--- config.mk ---
export PLATFORM = sky130hd
export DESIGN_NAME = module_prio_sel
export DESIGN_NICKNAME = d
export VERILOG_FILES = /design/src/rtl/module_prio_sel.sv
export SDC_FILE = /design/constraint.sdc
export NUM_CORES = 1
export LEC_CHECK = 0
export ABC_CLOCK_PERIOD_IN_PS = 6730
export BUFFER_PORTS_ARGS = -buffer_cell sky130_fd_sc_hd__buf_2
export CORE_UTILIZATION = 45
export DETAILED_ROUTE_END_ITERATION = 10
export PLACE_DENSITY = 0.84
export SKIP_CTS_REPAIR_TIMING = 1
export SYNTH_ARGS = -nofsm -noshare
export SYNTH_HDL_FRONTEND = slang
export SYNTH_SLANG_ARGS = --single-unit
--- constraint.sdc ---
create_clock -name clk -period 6.73 [get_ports clk]
set_input_delay 0 -clock clk [delete_from_list [all_inputs] [get_ports clk]]
set_output_delay 0 -clock clk [all_outputs]
set_load 0.01 [all_outputs]
--- src/rtl/module_prio_sel.sv ---
// Priority selector: shows the data of the highest-index ready channel.
// MODE 0 follows the live ch_listo levels; MODE 1 locks on rising edges until clr.
module module_prio_sel #(
  parameter int WIDTH = 16,
  parameter int N_CH  = 3,
  parameter int MODE  = 1,
  localparam int SEL_W = ($clog2(N_CH) < 1) ? 1 : $clog2(N_CH)
) (
  input  logic                    clk,
  input  logic                    rst,
  input  logic [N_CH*WIDTH-1:0]   ch_data,
  input  logic [N_CH-1:0]         ch_listo,
  input  logic                    clr,
  output logic [WIDTH-1:0]        numero_output,
  output logic [SEL_W-1:0]        sel_ch,
  output logic                    out_valid,
  output logic                    nuevo
);

  typedef enum logic {IDLE, LOCKED} state_t;

  typedef struct packed {
    logic             hit;
    logic [SEL_W-1:0] idx;
  } pick_t;

  state_t           state_q, state_d;
  logic [N_CH-1:0]  listo_q, listo_d;
  logic [WIDTH-1:0] numero_q, numero_d;
  logic [SEL_W-1:0] sel_q, sel_d;
  logic             valid_q, valid_d;
  logic             nuevo_q, nuevo_d;
  logic [N_CH-1:0]  rise;
  pick_t            lvl_pick, rise_pick;

  // Highest set bit wins, so later loop iterations overwrite earlier ones.
  function automatic pick_t top_idx(input logic [N_CH-1:0] v);
    pick_t p;
    p = '0;
    for (int k = 0; k < N_CH; k++) begin
      if (v[k]) begin
        p.hit = 1'b1;
        p.idx = SEL_W'(k);
      end
    end
    return p;
  endfunction

  assign rise      = ch_listo & ~listo_q;
  assign lvl_pick  = top_idx(ch_listo);
  assign rise_pick = top_idx(rise);

  always_comb begin
    // NOTE: every comb output gets a default first so no path can infer a latch.
    state_d  = state_q;
    listo_d  = ch_listo;
    numero_d = numero_q;
    sel_d    = sel_q;
    valid_d  = valid_q;

    if (MODE == 0) begin
      if (lvl_pick.hit) begin
        numero_d = ch_data[int'(lvl_pick.idx)*WIDTH +: WIDTH];
        sel_d    = lvl_pick.idx;
        valid_d  = 1'b1;
      end else begin
        valid_d  = 1'b0;
      end
    end else begin
      unique case (state_q)
        IDLE: begin
          if (rise_pick.hit) begin
            numero_d = ch_data[int'(rise_pick.idx)*WIDTH +: WIDTH];
            sel_d    = rise_pick.idx;
            valid_d  = 1'b1;
            state_d  = LOCKED;
          end
        end
        LOCKED: begin
          // Lower-index edges cannot displace the locked channel.
          if (rise_pick.hit && (rise_pick.idx >= sel_q)) begin
            numero_d = ch_data[int'(rise_pick.idx)*WIDTH +: WIDTH];
            sel_d    = rise_pick.idx;
            valid_d  = 1'b1;
          end
        end
        default: state_d = IDLE;
      endcase
    end

    // clr overrides any capture; listo_d still follows the input so a held level
    // is not seen as a fresh edge afterwards.
    if (clr) begin
      numero_d = '0;
      sel_d    = '0;
      valid_d  = 1'b0;
      state_d  = IDLE;
    end

    nuevo_d = (numero_d != numero_q) || (sel_d != sel_q);
  end

  // NOTE: sequential state uses non-blocking assignments only.
  always_ff @(posedge clk or posedge rst) begin
    if (rst) begin
      state_q  <= IDLE;
      listo_q  <= '0;
      numero_q <= '0;
      sel_q    <= '0;
      valid_q  <= 1'b0;
      nuevo_q  <= 1'b0;
    end else begin
      state_q  <= state_d;
      listo_q  <= listo_d;
      numero_q <= numero_d;
      sel_q    <= sel_d;
      valid_q  <= valid_d;
      nuevo_q  <= nuevo_d;
    end
  end

  assign numero_output = numero_q;
  assign sel_ch        = sel_q;
  assign out_valid     = valid_q;
  assign nuevo         = nuevo_q;

endmodule

==> key figures, run 1 <==
Route
  • DRC Markers: 0
  • Detailed Routing Iterations Pass 1: 4
  • Via count: 1,637
  • Final WL: 4190 µm
  • WL/cell: 13.5 µm
  • DRT iter0 DRCs: 154
  • Routed Antenna Nets: 0
  • Vias/cell: 5.26

Yosys
  • Syn Area/Cell: 8.18 µm²
  • Post-synthesis cell count: 194
  • Seq cells post-synth: 24
  • Yosys warns: 0
  • Post-synthesis cell type count: 41
  • Syn Nets: 250
  • Sequential fraction of the synthesis area: 37.8%
  • Cell area after synthesis: 1590 µm²

Global routing
  • Gr ovfl total: 0
  • Number of global-route vias before repair: 1,361
  • Initial antenna violation count: 0
  • First-pass GRT wire length: 6200 µm
  • All-Layer GR Usage: 22.3%
  • Largest net degree at the start of global routing: 37

Timing
  • Fin. Hold Viols: 0
  • Slew headroom: 38.6%
  • Clock Skews: 12.2 ps
  • Post-route clock period utilization: 49.9%
  • Fin Setup TNS: 0 ps
  • Max-slew violations: 0
  • Worst-margin pin slew: 921 ps
  • RSZ-0062 raised after global routing: no
  • Final Critical Period: 3360 ps
  • Fmax: 298 MHz
  • Final setup violation count: 0

Place
  • DP HPWL: 3170 µm
  • Placed instance area: 1950 µm²
  • Placer congestion estimate: 0.863
  • Placed Cells: 302
  • Buffers on Ports: 73

Job
  • Max_cap viols: 0

Pwr
  • Net Sw Power: 0.116 mW
  • Gate power share: 28.9%
  • Sequential power share: 44.1%
  • PD cells: 187 nW/µm²
  • Leak: 1.08 nW
  • Clock network power share: 26.9%
  • Int Power: 0.267 mW
  • Sw Share: 30.3%
  • Worst vdd ir: 0.0891 mV

Finish
  • Finished Core Util: 60.9%
  • Ant diodes: 0
  • Share of layout cells above drive strength 1: 32.8%
  • Post-layout nets: 322
  • Register area: 601 µm²
  • Area of the multi-input gates: 885 µm²
  • Finished Layout Cells: 311
  • Area growth, synth to finish: 29.0%
  • Design Area, Final: 2050 µm²
  • Number of fill cells: 316

Die
  • Die width: 61.4 µm
  • Die Ht: 61.4 µm
  • Initial Util: 47.2%
  • Top-level I/O count: 74
  • DIE AREA: 3770 µm²
  • CORE AREA: 3360 µm²
  • Row cnt: 21

Worst setup path
  • Worst r2r src: listo_q[1]$_DFF_PP0_
  • Crit-path cells: and2b_1, nand2_1, ha_1, nor2b_4, o211ai_4, nand3b_4, a311o_1, a22o_1, a221oi_1, a31o_1, nand4_1
  • Critical path startpoint category: flop
  • Crit-path max cell delay: 560 ps
  • CP Launch Point: listo_q[1]$_DFF_PP0_
  • FF-to-FF path depth: 11
  • Flop-to-flop setup slack: 3370 ps
  • R2R Path End: nuevo$_DFF_PP0_
  • Critical path fanouts, max: 22
  • Worst setup EP type: flop
  • Worst path slowest cell: and2b_1
  • Crit Path Class: flop to flop
  • CP arrival: 3540 ps
  • Setup crit end: nuevo$_DFF_PP0_
  • Worst EP required: 6910 ps

Clocking
  • Clk_lat worst skew: 310 ps
  • CTS H-tree lvls: 1
  • CTS Sinks: 24
  • Clock transition at path regs: 140 ps
  • Clk buf depth: 2
  • Cts bufs inserted: 3
  • CTS tree: built
  • Root Buffer Master: clkbuf_4

Hold path
  • Worst min path class: primary input to flop

Run status
  • Status: finished, final reports clean
[how the worst min path moves through the flow]
stage	to	cells past startpoint	slack, ps	from
after floorplan	listo_q[0]$_DFF_PP0_	1	10	rst
after global placement	listo_q[0]$_DFF_PP0_	1	130	ch_listo[0]
after detailed placement	listo_q[0]$_DFF_PP0_	1	130	ch_listo[0]
after CTS	listo_q[0]$_DFF_PP0_	1	-210	ch_listo[0]
after global routing	numero_output[6]$_DFF_PP0_	4	110	ch_data[22]
final	numero_output[1]$_DFF_PP0_	5	100	ch_data[17]
[logic make-up (layout without fill, tap and decap cells)]
logic type,after synthesis,count (layout),share of synthesized area [%]
flip-flops,24,24,37.8
buffers and inverters,20,91,6.46
adder cells (fa/ha/maj),2,2,1.58
AO/OA/AOI/OAI,49,49,25.6
XOR/XNOR,1,1,0.552
AND/OR/NAND/NOR,98,98,28.0
[stage by stage]
| stage | hold WS [ps] | power, mW | setup slack, ps |
|---|---|---|---|
| 5_1_grt | 109 | 0.406 | 3060 |
| 2_1_floorplan | 14.6 | 0.240 | 3910 |
| 6_report | 95.8 | 0.383 | 3370 |
| 3_5_place_dp | 129 | 0.280 | 3410 |
| 4_1_cts | -209 | 0.384 | 3380 |
| 3_3_place_gp | 127 | 0.278 | 3550 |
[state kept, by name, indices dropped and copies added, names as in the netlist]
signal	flops
out_valid	1
state_q	1
nuevo	1
sel_ch	2
numero_output	16
listo_q	3
[power by group through the flow]
stage | logic [mW] | registers, mW | clock network (mW)
detailed placement | 0.109 | 0.172 | 0
CTS | 0.109 | 0.169 | 0.106
finish | 0.111 | 0.169 | 0.103
floorplan | 0.0659 | 0.175 | 0
global route | 0.123 | 0.171 | 0.112
global placement | 0.106 | 0.171 | 0
[cell usage after synthesis, drive strengths merged]
cell | number | area [µm²]
and2b | 1 | 7.51
a21o | 2 | 15.0
o211ai | 1 | 21.3
o2111ai | 1 | 8.76
nand3 | 1 | 17.5
a31o | 4 | 35.0
dfrtp | 24 | 601
o32a | 1 | 10.0
a311oi | 3 | 32.5
a22o | 1 | 8.76
nor2 | 25 | 93.8
xnor2 | 1 | 8.76
a22oi | 2 | 15.0
a21boi | 1 | 7.51
clkbuf | 3 | 11.3
inv | 8 | 30.0
nor4b | 1 | 15.0
nand2b | 3 | 26.3
o22ai | 3 | 18.8
nor3 | 3 | 15.0
nand3b | 1 | 20.0
nor2b | 1 | 13.8
a21oi | 4 | 23.8
nand4 | 1 | 6.26
ha | 2 | 25.0
a311o | 10 | 100
buf | 9 | 61.3
o41ai | 1 | 8.76
o2bb2ai | 2 | 17.5
o221ai | 1 | 8.76
a221oi | 3 | 26.3
a2111oi | 1 | 8.76
o21ai | 8 | 40.0
nand2 | 61 | 229
[area by class of cell]
cell class                      instances  area share [%]
Multi-Input combinational cell        150            43.2
Tap cell                               46            2.81
Sequential cell                        24            29.3
Inverter                                8            1.47
Clock inverter                          1            1.47
Timing Repair Buffer                   79            20.6
Clock buffer                            3            1.10
[worst max-delay path, delay by kind of cell, from the launching register on]
kind | cells | cell delay, ps
flip-flops | 1 | 400
adder cells (fa/ha/maj) | 1 | 350
AND/OR/NAND/NOR | 5 | 1160
AO/OA/AOI/OAI | 5 | 1300
[layer usage]
metal,part of all wire [%],routed length [µm],up-vias,GRT usage (%)
met3,6.4,268,2,2.31
met1,48,2000,744,31.8
met5,0,0,-,0
li1,-,-,825,-
met4,0.50,21,0,5.40
met2,45,1900,66,36.6
[layout by cell type (no fill, tap or decap), types with 5 or more instances in the layout]
cell	Yosys	layout
nand2_1	61	61
o21ai_0	8	8
a311o_1	10	10
inv_1	8	8
dlygate4sd3_1	0	5
buf_2	4	73
dfrtp_1	24	24
nor2_1	25	25
Power figures use the tool's default switching activity.
==> run 2: changes to the inputs <==
--- a/config.mk
+++ b/config.mk
@@ -5,7 +5,7 @@
 export SDC_FILE = /design/constraint.sdc
 export NUM_CORES = 1
 export LEC_CHECK = 0
-export ABC_CLOCK_PERIOD_IN_PS = 6730
+export ABC_CLOCK_PERIOD_IN_PS = 3400
 export BUFFER_PORTS_ARGS = -buffer_cell sky130_fd_sc_hd__buf_2
 export CORE_UTILIZATION = 45
 export DETAILED_ROUTE_END_ITERATION = 10
==> constraint.sdc (replaced) <==
create_clock -name clk -period 3.4 [get_ports clk]
set_input_delay 0 -clock clk [delete_from_list [all_inputs] [get_ports clk]]
set_output_delay 0 -clock clk [all_outputs]
set_load 0.01 [all_outputs]
==> run 2 against run 1 <==
Compared with the run above:
- sequential share of layout area rose by 0.11 points
- critical path depth is 1 higher
- combinational power is 100% higher
- clock skew shrank 6.3 ps
- largest cell class unchanged
- largest power group unchanged
- highest routed layer unchanged
==> key figures, run 2 (synthesis results as in run 1) <==
Clocking
  • Root Buffer Master: clkbuf_4
  • CTS tree: built
  • Clk_lat worst skew: 300 ps (about the same)
  • Cts bufs inserted: 3 (unchanged)
  • CTS Sinks: 24 (unchanged)
  • Clk buf depth: 2 (unchanged)
  • CTS H-tree lvls: 1 (unchanged)
  • Clock transition at path regs: 120 ps (-20 ps)

Worst setup path
  • Crit-path cells: nand2b_1, buf_4, inv_1, ha_1, inv_1, o211ai_4, nand3b_4, a311o_1, a22o_1, a221oi_1, a31o_1, nand4_1
  • Worst setup EP type: flop
  • Most frequent CP cell: inv_1
  • Critical path startpoint category: flop
  • Crit-path max cell delay: 380 ps (-180 ps)
  • Critical path fanouts, max: 22 (unchanged)
  • Worst EP required: 3580 ps (-3330 ps)
  • CP arrival: 3150 ps (-390 ps)
  • Crit Path Class: flop to flop
  • Worst path slowest cell: a311o_1

Timing
  • Post-route clock period utilization: 87.6% (+38 points)
  • Setup WS post-layout: 423 ps (-2950 ps)
  • Final Critical Period: 2980 ps (-384 ps)
  • Worst-margin pin slew: 926 ps (+4.88 ps)
  • Final setup violation count: 0 (unchanged)
  • Fmax: 336 MHz (+13%)
  • Max-slew violations: 0 (unchanged)
  • Clock Skews: 5.90 ps (-6.35 ps)
  • Fin Setup TNS: 0 ps (unchanged)
  • RSZ-0062 raised after global routing: no
  • Fin. Hold Viols: 0 (unchanged)
  • Slew headroom: 38.2% (-0.33 points)

Finish
  • Post-layout nets: 325 (+0.93%)
  • Most frequent cells in the layout: buf_2 (73), nand2_1 (61), nor2_1 (25)
  • Finished Layout Cells: 313 (+0.64%)
  • Ant diodes: 0 (unchanged)
  • Largest register FFs: 16 (unchanged)
  • Share of layout cells above drive strength 1: 33.3% (+0.50 points)
  • Area growth, synth to finish: 28.5%
  • Commonest non-fill, non-tap cell in the layout: buf_2

Route
  • Via count: 1,674 (+2.3%)
  • Vias/cell: 5.35 (+1.6%)
  • WL/cell: 13.3 µm (-1.1%)
  • Final WL: 4170 µm (-0.50%)
  • Detailed Routing Iterations Pass 1: 4 (unchanged)
  • DRC Markers: 0 (unchanged)
  • DRT iter0 DRCs: 108 (-30%)
  • Routed Antenna Nets: 0 (unchanged)

Pwr
  • Gate power share: 33.0% (+4.1 points)
  • Clock network power share: 17.5% (-9.4 points)
  • PD cells: 330 nW/µm² (+77%)
  • Sw Share: 32.8% (+2.5 points)
  • Leak: 1.08 nW (about the same)
  • Sequential power share: 49.6% (+5.5 points)
  • Net Sw Power: 0.221 mW (+90%)
  • Worst vdd ir: 0.226 mV (+150%)
  • Int Power: 0.453 mW (+70%)

Global routing
  • Initial antenna violation count: 0 (unchanged)
  • First-pass GRT wire length: 6410 µm (+3.5%)
  • All-Layer GR Usage: 22.9% (+0.65 points)
  • Largest net degree at the start of global routing: 25 (-32%)
  • Number of global-route vias before repair: 1,459 (+7.2%)
  • Gr ovfl total: 0 (unchanged)

Job
  • Max_cap viols: 0 (unchanged)

Place
  • Placed Cells: 305 (+0.99%)
  • Post-placement setup slack: 474 ps (-2940 ps)
  • Placer congestion estimate: 0.917 (+6.2%)
  • Buffers on Ports: 73 (unchanged)
  • DP HPWL: 3180 µm (+0.24%)

Die
  • Die Ht: 61.4 µm (unchanged)
  • Row cnt: 21 (unchanged)
  • Top-level I/O count: 74 (unchanged)
  • DIE AREA: 3770 µm² (unchanged)
  • Initial Util: 47.2% (unchanged)
  • CORE AREA: 3360 µm² (unchanged)
  • Die width: 61.4 µm (unchanged)

Run status
  • Status: finished, final reports clean

Hold path
  • Worst min path class: primary input to flop
-- run 2: area by class of cell --
cell class / count / area [µm²]
inverters: 8 / 30.0
fillers: 325 / 1320
flip-flops and latches: 24 / 601
repair buffers: 82 / 445
well taps: 46 / 57.6
clock buffers: 3 / 22.5
multi-input cells: 150 / 885
-- run 2: through the flow --
| step | power [mW] | util (%) | hold WS, ps | cell area (µm²) |
|---|---|---|---|---|
| 2_1_floorplan | 0.476 | - | 14.6 | 1590 |
| 3_3_place_gp | 0.554 | 58.5 | 126 | 1970 |
| 3_5_place_dp | 0.557 | 58.5 | 125 | 1970 |
| 5_1_grt | 0.724 | 60.7 | 129 | 2040 |
| 6_report | 0.674 | 60.7 | 103 | 2040 |
| 4_1_cts | 0.678 | 59.2 | -200 | 1990 |
-- run 2: path summary, 6_finish.rpt --
check | depth (start not counted) | endpoint | slack, ps | startpoint
min in group asynchronous | 3 | state_q$_DFF_PP0_ | 430 | rst
max in group asynchronous | 3 | numero_output[8]$_DFF_PP0_ | 2410 | rst
setup / recovery | 12 | nuevo$_DFF_PP0_ | 420 | listo_q[2]$_DFF_PP0_
hold / removal | 5 | numero_output[1]$_DFF_PP0_ | 100 | ch_data[17]
hold reg to reg | 1 | numero_output[3]$_DFF_PP0_ | 520 | numero_output[3]$_DFF_PP0_
setup reg to reg | 12 | nuevo$_DFF_PP0_ | 420 | listo_q[2]$_DFF_PP0_
-- run 2: critical path: cells and delay by family (launching register included) --
family | cells | cell delay [ps]
AOI/OAI and AO/OA | 5 | 1360
adders and majority gates | 1 | 270
buffers and inverters | 3 | 360
DFF | 1 | 340
and+or+nand+nor | 3 | 500
-- run 2: layer usage --
metal  track usage [%]  routed length (µm)  vias to the layer above
li1                  -                   -                      826
met1              31.8                1910                      761
met2              38.2                1890                       83
met3              2.52                 340                        4
met4              6.67                  34                        0
met5                 0                   0                        -
-- run 2: power by group through the flow --
stage / combinational (mW) / sequential [mW] / clock (mW)
after global placement: 0.214 / 0.340 / 0
after CTS: 0.219 / 0.334 / 0.126
after global routing: 0.249 / 0.338 / 0.138
after detailed placement: 0.217 / 0.340 / 0
final: 0.222 / 0.334 / 0.118
after floorplan: 0.130 / 0.345 / 0
